[src/rtl/mem_arbiter.sv]
// mem_arbiter: shares one single-port synchronous RAM between two masters.
// Accesses are serialised through a req/ack handshake; selection is round-robin or master-0 priority.
module mem_arbiter #(
  parameter int ADDR_WIDTH = 6,
  parameter int DATA_WIDTH = 16,
  parameter int FIXED_PRIO = 0
) (
  input  logic                  clk,
  input  logic                  rst,
  input  logic                  m0_req,
  input  logic                  m0_we,
  input  logic [ADDR_WIDTH-1:0] m0_addr,
  input  logic [DATA_WIDTH-1:0] m0_wdata,
  output logic                  m0_ack,
  output logic [DATA_WIDTH-1:0] m0_rdata,
  input  logic                  m1_req,
  input  logic                  m1_we,
  input  logic [ADDR_WIDTH-1:0] m1_addr,
  input  logic [DATA_WIDTH-1:0] m1_wdata,
  output logic                  m1_ack,
  output logic [DATA_WIDTH-1:0] m1_rdata,
  output logic [ADDR_WIDTH-1:0] mem_addr,
  output logic                  mem_we,
  output logic [DATA_WIDTH-1:0] mem_wdata,
  input  logic [DATA_WIDTH-1:0] mem_rdata
);
  typedef enum logic [1:0] {
    IDLE   = 2'd0,
    ACCESS = 2'd1,
    RESP   = 2'd2
  } state_t;

  state_t                state_reg, state_next;
  logic                  sel_reg, sel_next;
  logic                  ptr_reg, ptr_next;
  logic [ADDR_WIDTH-1:0] mem_addr_reg, mem_addr_next;
  logic                  mem_we_reg, mem_we_next;
  logic [DATA_WIDTH-1:0] mem_wdata_reg, mem_wdata_next;
  logic [1:0]            ack_reg, ack_next;
  logic [1:0]            capture;
  logic [1:0]            req_vec, we_vec, elig;
  logic [ADDR_WIDTH-1:0] addr_arr  [2];
  logic [DATA_WIDTH-1:0] wdata_arr [2];
  logic [DATA_WIDTH-1:0] rdata_arr [2];
  logic                  grant_valid, grant;

  assign req_vec      = {m1_req, m0_req};
  assign we_vec       = {m1_we, m0_we};
  assign addr_arr[0]  = m0_addr;
  assign addr_arr[1]  = m1_addr;
  assign wdata_arr[0] = m0_wdata;
  assign wdata_arr[1] = m1_wdata;

  // A master whose ack is high right now is masked so its stale req is not granted twice.
  genvar gi;
  generate
    for (gi = 0; gi < 2; gi++) begin : g_master
      logic [DATA_WIDTH-1:0] rdata_reg;

      assign elig[gi] = req_vec[gi] & ~ack_reg[gi];

      always_ff @(posedge clk) begin
        if (rst) begin
          rdata_reg <= '0;
        end else if (capture[gi]) begin
          rdata_reg <= mem_rdata;
        end
      end

      assign rdata_arr[gi] = rdata_reg;
    end
  endgenerate

  always_comb begin
    grant_valid = |elig;
    if (elig == 2'b11) begin
      grant = (FIXED_PRIO != 0) ? 1'b0 : ~ptr_reg;
    end else begin
      grant = elig[1];
    end
  end

  always_ff @(posedge clk) begin
    if (rst) begin
      state_reg     <= IDLE;
      sel_reg       <= 1'b0;
      ptr_reg       <= 1'b1;
      mem_addr_reg  <= '0;
      mem_we_reg    <= 1'b0;
      mem_wdata_reg <= '0;
      ack_reg       <= '0;
    end else begin
      state_reg     <= state_next;
      sel_reg       <= sel_next;
      ptr_reg       <= ptr_next;
      mem_addr_reg  <= mem_addr_next;
      mem_we_reg    <= mem_we_next;
      mem_wdata_reg <= mem_wdata_next;
      ack_reg       <= ack_next;
    end
  end

  always_comb begin
    state_next = state_reg;
    unique case (state_reg)
      IDLE:    state_next = grant_valid ? ACCESS : IDLE;
      ACCESS:  state_next = RESP;
      RESP:    state_next = IDLE;
      default: state_next = IDLE;
    endcase
  end

  // Address and write data hold between accesses; only the write enable is forced low.
  always_comb begin
    sel_next       = sel_reg;
    ptr_next       = ptr_reg;
    mem_addr_next  = mem_addr_reg;
    mem_we_next    = 1'b0;
    mem_wdata_next = mem_wdata_reg;
    ack_next       = '0;
    capture        = '0;
    unique case (state_reg)
      IDLE: begin
        if (grant_valid) begin
          sel_next       = grant;
          ptr_next       = grant;
          mem_addr_next  = addr_arr[grant];
          mem_we_next    = we_vec[grant];
          mem_wdata_next = wdata_arr[grant];
        end
      end
      ACCESS: begin
        mem_we_next = 1'b0;
      end
      RESP: begin
        ack_next[sel_reg] = 1'b1;
        capture[sel_reg]  = 1'b1;
      end
      default: begin
        mem_we_next = 1'b0;
      end
    endcase
  end

  assign mem_addr  = mem_addr_reg;
  assign mem_we    = mem_we_reg;
  assign mem_wdata = mem_wdata_reg;
  assign m0_ack    = ack_reg[0];
  assign m1_ack    = ack_reg[1];
  assign m0_rdata  = rdata_arr[0];
  assign m1_rdata  = rdata_arr[1];

endmodule

[config.mk]
export PLATFORM = sky130hd
export DESIGN_NAME = mem_arbiter
export DESIGN_NICKNAME = d
export VERILOG_FILES = /design/src/rtl/mem_arbiter.sv
export SDC_FILE = /design/constraint.sdc
export NUM_CORES = 1
export LEC_CHECK = 0
export CAP_MARGIN = 10
export CORE_UTILIZATION = 43
export CTS_CLUSTER_SIZE = 16
export DETAILED_ROUTE_END_ITERATION = 12
export PLACE_DENSITY = 0.84
export SLEW_MARGIN = 10
export SYNTH_ARGS = -nofsm -noshare
export SYNTH_HDL_FRONTEND = slang
export SYNTH_SLANG_ARGS = --single-unit
[constraint.sdc]
create_clock -name clk -period 2.9 [get_ports clk]
set_clock_uncertainty 0.05 [all_clocks]
set_input_delay 0.58 -clock clk [delete_from_list [all_inputs] [get_ports clk]]
set_output_delay 0.58 -clock clk [all_outputs]
set_load 0.01 [all_outputs]
* After elaboration in Yosys (flattened, before gate mapping)
Index checks and enable logic that the tools add are counted.
Widths: inputs -> output; s select.
** Cells by class
- Multiplexer cells :: 14
- Reduce and logical (&&, ||, !) cells :: 5
- Bitwise logic cells :: 8
- Equal/unequal tests :: 3
- $lt $le $gt $ge :: 4
** Operator list (number)
- $mux 16 :: 3
- $mux 6 :: 3
- $mux 1 :: 5
- $not 1->1 :: 5
- $eq 2x2->1 const B :: 2
- $lt 1x2->1 const B :: 2
- $pmux 2 s2 :: 1
- $reduce_or 3->1 :: 1
- $and 1x1->1 :: 2
- $eq 2x1->1 const B :: 1
- $ge 2x2->1 const B :: 1
- $logic_not 2->1 :: 1
- $mux 2 :: 1
- $not 1->2 :: 1
- $reduce_and 2->1 :: 1
- $reduce_or 2->1 :: 1
- $demux 1 s1 :: 1
- $ge 1x1->1 const B :: 1
- $logic_and 1x1->1 :: 1
** Word-level totals
- Register bits after elaboration :: 61
- Logic and storage cells :: 43
- Input bits :: 66

* Logic depth before layout (Yosys ltp)
- Depth after elaboration :: 8
- Gate-level depth with buffers :: 6
- Depth with buffers taken out :: 4

* Worst setup path before layout
OpenSTA, ideal clock, no wires.
- Path type :: input-to-reg
- Start point :: input port m0_req
- End point :: register mem_wdata_reg[10], in the netlist mem_wdata[10]
- Arrival :: 1.413 ns
- Required time :: 2.761 ns
- Library setup time :: 0.089 ns
- Cell stages on the path :: 6
- Setup slack :: 1.348 ns
- Path buffers :: 2
- Path through :: nor2b_2 o21a_1 buf_6 buf_12 nor2_1 a311oi_2
** On the way
- Cells in the longest elaborated chain, start to end :: 7
- Elaborated cells between the ends (all ways) :: 9
- Classes of those cells :: eq/ne: 1; mux: 4; bitwise: 2; reduce/logical: 2
** Ends and longest elaborated chain
- start, declared :: RTL line 10 : input logic m0_req,
- $and 1x1->1 * :: RTL line 60 : assign elig[gi] = req_vec[gi] & ~ack_reg[gi];
- $eq 2x2->1 :: RTL line 76 : if (elig == 2'b11) begin
- $mux 1 :: RTL line 76
- $not 1->2 (not written as such) :: RTL line 129 : mem_wdata_next = wdata_arr[grant];
- $mux 16 (not written as such) (3 in series) :: RTL line 129
- end signal, assigned :: RTL line 98 : mem_wdata_reg <= mem_wdata_next;
- end, declared :: RTL line 38 : logic [DATA_WIDTH-1:0] mem_wdata_reg, mem_wdata_next;
Every way passes the cells marked *; elsewhere a longest branch is shown, timed or not. The select of a mux whose other input is x is not followed.
A chain may end at the register's enable or synchronous reset.

* Worst setup path after layout
- Start point :: input port m0_req
- End point :: register mem_wdata_reg[1], in the netlist mem_wdata[1]
Same word-level chain as after synthesis.

==> metrics.json <==
{
  "outcome": {"value": "complete, no violations"},
  "timing.hold.worst_endpoint": {"value": "m1_rdata[5]"},
  "timing.reg2reg.worst_path_depth": {"value": 4},
  "ys_ff_latch": {"value": 61},
  "tightest_slew": {"value": 742.6, "unit": "ps"},
  "critical-path-slowest-cell": {"value": "sky130_fd_sc_hd__clkdlybuf4s50_1"},
  "floorplan.initialDensity": {"value": 0.4516},
  "largest_net_degree_at_the_start_of_global_routing": {"value": 45},
  "via_count": {"value": 2446},
  "core": {"value": 5608, "unit": "um2"},
  "regToRegEndpoint": {"value": "mem_wdata[1]"},
  "final_worst_path_period_share": {"value": 0.6585},
  "num-nets-final": {"value": 471},
  "first_global_vias": {"value": 2461},
  "cts_root_buffer": {"value": "sky130_fd_sc_hd__clkbuf_8"},
  "first_pass_iters": {"value": 4},
  "ant_nets": {"value": 0},
  "hp-class": {"value": "flip-flop to flip-flop"},
  "cell_internal_pwr": {"value": 1.613, "unit": "mW"},
  "synth.yosys.warnings": {"value": 0},
  "synth-edff-count": {"value": 0},
  "total_power": {"value": 2.192, "unit": "mW"},
  "insertedDiodeCount": {"value": 0},
  "cts-buffers-inserted": {"value": 9},
  "cpPeakStageDelay": {"value": 450, "unit": "ps"},
  "power.switching": {"value": 0.5785, "unit": "mW"},
  "floorplan.die.width": {"value": 78.74, "unit": "um"},
  "finalSetupViolCount": {"value": 0},
  "worstPathRequired": {"value": 3090, "unit": "ps"},
  "routed_via_density": {"value": 5.075},
  "detailedPlace.worstSlack": {"value": 633.0, "unit": "ps"},
  "post_route_cells_drive_above_1_share": {"value": 0.1463},
  "timing.critical_path.to_type": {"value": "flip-flop"},
  "regToRegSetupSlack": {"value": 1380, "unit": "ps"},
  "unrepaired_setup_endpoints_after_global_routing": {"value": "false"},
  "tritoncts": {"value": "yes"},
  "final_core_util": {"value": 0.7048},
  "timing.slew.headroom": {"value": 0.5034},
  "drt-wirelength-per-cell": {"value": 14.70, "unit": "um"},
  "synth_area": {"value": 2532, "unit": "um2"},
  "timing.hold.worst.start": {"value": "m1_rdata[5]"},
  "place_hpwl": {"value": 5008, "unit": "um"},
  "hold_path_cells": {"value": 2},
  "cts.clk_slew.worst_paths": {"value": 70, "unit": "ps"},
  "gr-usage-met2": {"value": 0.4357},
  "syn2layout_area_growth": {"value": 56.08, "unit": "%"},
  "netlist-cell-type-count": {"value": 27},
  "synthesis.nets": {"value": 356},
  "avgSynthCellArea": {"value": 8.733, "unit": "um2"},
  "fin_setup_tns": {"value": 0, "unit": "ps"},
  "clock.fmax": {"value": 0.5237, "unit": "GHz"},
  "predominant_post_synthesis_flop_cell": {"value": "sky130_fd_sc_hd__dfxtp_1"},
  "power_per_cell_area": {"value": 554.6, "unit": "nW/um2"},
  "clock-sinks": {"value": 61},
  "cts_htree_levels": {"value": 3},
  "worst-path-max-fanout": {"value": 23},
  "final.min_clock_period": {"value": 1910, "unit": "ps"},
  "swShare": {"value": 0.2639},
  "buffer_ports.inserted": {"value": 122},
  "seq_area_frac_synth": {"value": 0.4822},
  "io_pins": {"value": 123},
  "row_count": {"value": 27},
  "critical_path_cell_sequence": {"value": "clkdlybuf4s50_1 -> nor2b_2 -> a21o_2 -> nand2_1 -> a311oi_2"},
  "synth_top_cell_area_share": {"value": 0.4822},
  "syn_inst": {"value": 290},
  "overflow": {"value": 0},
  "cap_viol_max_count": {"value": 0},
  "timing.final.ws_setup": {"value": 990.4, "unit": "ps"},
  "peakVddDrop": {"value": 0.0003905, "unit": "V"},
  "synth_top_cells_by_area": {"value": "sky130_fd_sc_hd__dfxtp_1 (48%), sky130_fd_sc_hd__nand2_1 (16%), sky130_fd_sc_hd__a311oi_2 (12%), sky130_fd_sc_hd__a21oi_1 (6.7%), sky130_fd_sc_hd__nor2_2 (3.5%)"},
  "slew_viol_final": {"value": 0},
  "crit-reg2reg-launch": {"value": "ack_reg[0]"},
  "globalRouteMet1Util": {"value": 0.2660},
  "groute.layer.met3.usage": {"value": 0.08966},
  "drt_iter0_markers": {"value": 71},
  "grt_first_pass_wirelength": {"value": 11540, "unit": "um"},
  "critical_path_class": {"value": "input pin to flip-flop"},
  "antenna_found_initial": {"value": 0},
  "cts_hold_buf": {"value": 0},
  "power_leakage": {"value": 1.404, "unit": "nW"},
  "globalRouteTotalUtil": {"value": 0.2423},
  "place.gp.congestion": {"value": 0.7848},
  "setup.worst_path.start_class": {"value": "input pin"},
  "floorplan.die_area": {"value": 6200, "unit": "um2"},
  "p_comb_frac": {"value": 0.203},
  "cp_top_family": {"value": "compound AO/OA/AOI/OAI gates"},
  "clkLatencyLatePin": {"value": 340, "unit": "ps"},
  "worstPathArrival": {"value": 2100, "unit": "ps"},
  "yosys_top_cell_by_area": {"value": "sky130_fd_sc_hd__dfxtp_1"},
  "grt-busiest-layer": {"value": "met2"},
  "drc": {"value": 0},
  "postCtsSetupRepairBufs": {"value": 0},
  "postCtsResizedCells": {"value": 0},
  "finalHoldViolCount": {"value": 0},
  "seq_power_share": {"value": 0.424},
  "critPathBufInv": {"value": 1},
  "clockBufferDepth": {"value": 2},
  "postSynth.asyncResetShare": {"value": 0},
  "totalWireLength": {"value": 7086, "unit": "um"},
  "clkPwrFrac": {"value": 0.373},
  "worst_setup_path_startpoint": {"value": "m0_req"},
  "die_height": {"value": 78.74, "unit": "um"}
}
-- kinds of logic (layout without fill, tap and decap cells) --
| group | count (synthesis) | in the layout | share of synthesized area |
|---|---|---|---|
| compound gates | 60 | 60 | 0.2045 |
| mux | 1 | 1 | 0.003953 |
| buf+inv | 22 | 142 | 0.06176 |
| flops | 61 | 61 | 0.4822 |
| simple gates | 146 | 146 | 0.2475 |
-- cells in the final DEF, fill, tap and decap left out, drive strengths merged --
| cell type | count |
|---|---|
| a21o | 1 |
| a21oi | 35 |
| a311oi | 22 |
| and3b | 1 |
| buf | 5 |
| bufinv | 2 |
| clkbuf | 9 |
| clkdlybuf4s50 | 121 |
| clkinv | 3 |
| clkinvlp | 2 |
| dfxtp | 61 |
| mux2i | 1 |
| nand2 | 111 |
| nand2b | 1 |
| nand3b | 1 |
| nor2 | 26 |
| nor2b | 2 |
| nor3 | 1 |
| nor3b | 2 |
| o21a | 1 |
| o21ai | 1 |
| or3b | 1 |
-- worst min-delay path: cells and delay by family, from the launching register on --
kind / cells / cell delay, ps
AOI/OAI and AO/OA: 1 / 50
DFF: 1 / 310
and+or+nand+nor: 1 / 50
-- Yosys cell counts, types with 2 or more instances --
master / instances
sky130_fd_sc_hd__buf_4: 5
sky130_fd_sc_hd__nand2_1: 111
sky130_fd_sc_hd__dfxtp_1: 61
sky130_fd_sc_hd__nor2_2: 14
sky130_fd_sc_hd__buf_2: 5
sky130_fd_sc_hd__a311oi_1: 2
sky130_fd_sc_hd__clkbuf_1: 7
sky130_fd_sc_hd__a21oi_1: 34
sky130_fd_sc_hd__buf_6: 2
sky130_fd_sc_hd__a311oi_2: 20
sky130_fd_sc_hd__nor2_1: 12
sky130_fd_sc_hd__buf_12: 2
-- worst max path at each step --
stage / endpoint / slack (ps) / depth (start not counted)
floorplan: mem_wdata[10] / 1350 / 6
global placement: mem_wdata[3] / 720 / 5
detailed placement: mem_wdata[14] / 630 / 5
CTS: mem_wdata[9] / 990 / 1
global route: mem_wdata[14] / 930 / 5
finish: mem_wdata[1] / 990 / 5
-- power by group through the flow --
stage	Clock [mW]	Combinational, mW	Sequential [mW]
global placement	0	0.433	0.944
global route	0.871	0.479	0.935
finish	0.818	0.445	0.928
detailed placement	0	0.444	0.947
floorplan	0	0.215	0.968
CTS	0.837	0.447	0.929
-- per-layer routing --
layer  wire length (um)  share of wire
met5                  0              0
met4                 84          0.012
met3                554          0.078
met2               3418           0.48
met1               3029           0.43
-- through the flow --
stage | area, um2 | instances | hold WS [ps]
2_1_floorplan | 2532 | 290 | 430.5
3_3_place_gp | 3739 | 466 | 390.3
3_5_place_dp | 3739 | 466 | 395.3
4_1_cts | 3953 | 482 | 405.2
5_1_grt | 3953 | 482 | 420.8
6_report | 3953 | 482 | 403.8
-- area by class of cell --
cell class                 instances  area, um2
fill                             450       1655
timing repair buffer             126       1271
sequential                        61       1221
multi-input combinational        207       1156
clock buffer                       9      123.9
clock inverter                     7      90.09
tap                               72      90.09
(Power assumes the default switching activity.)
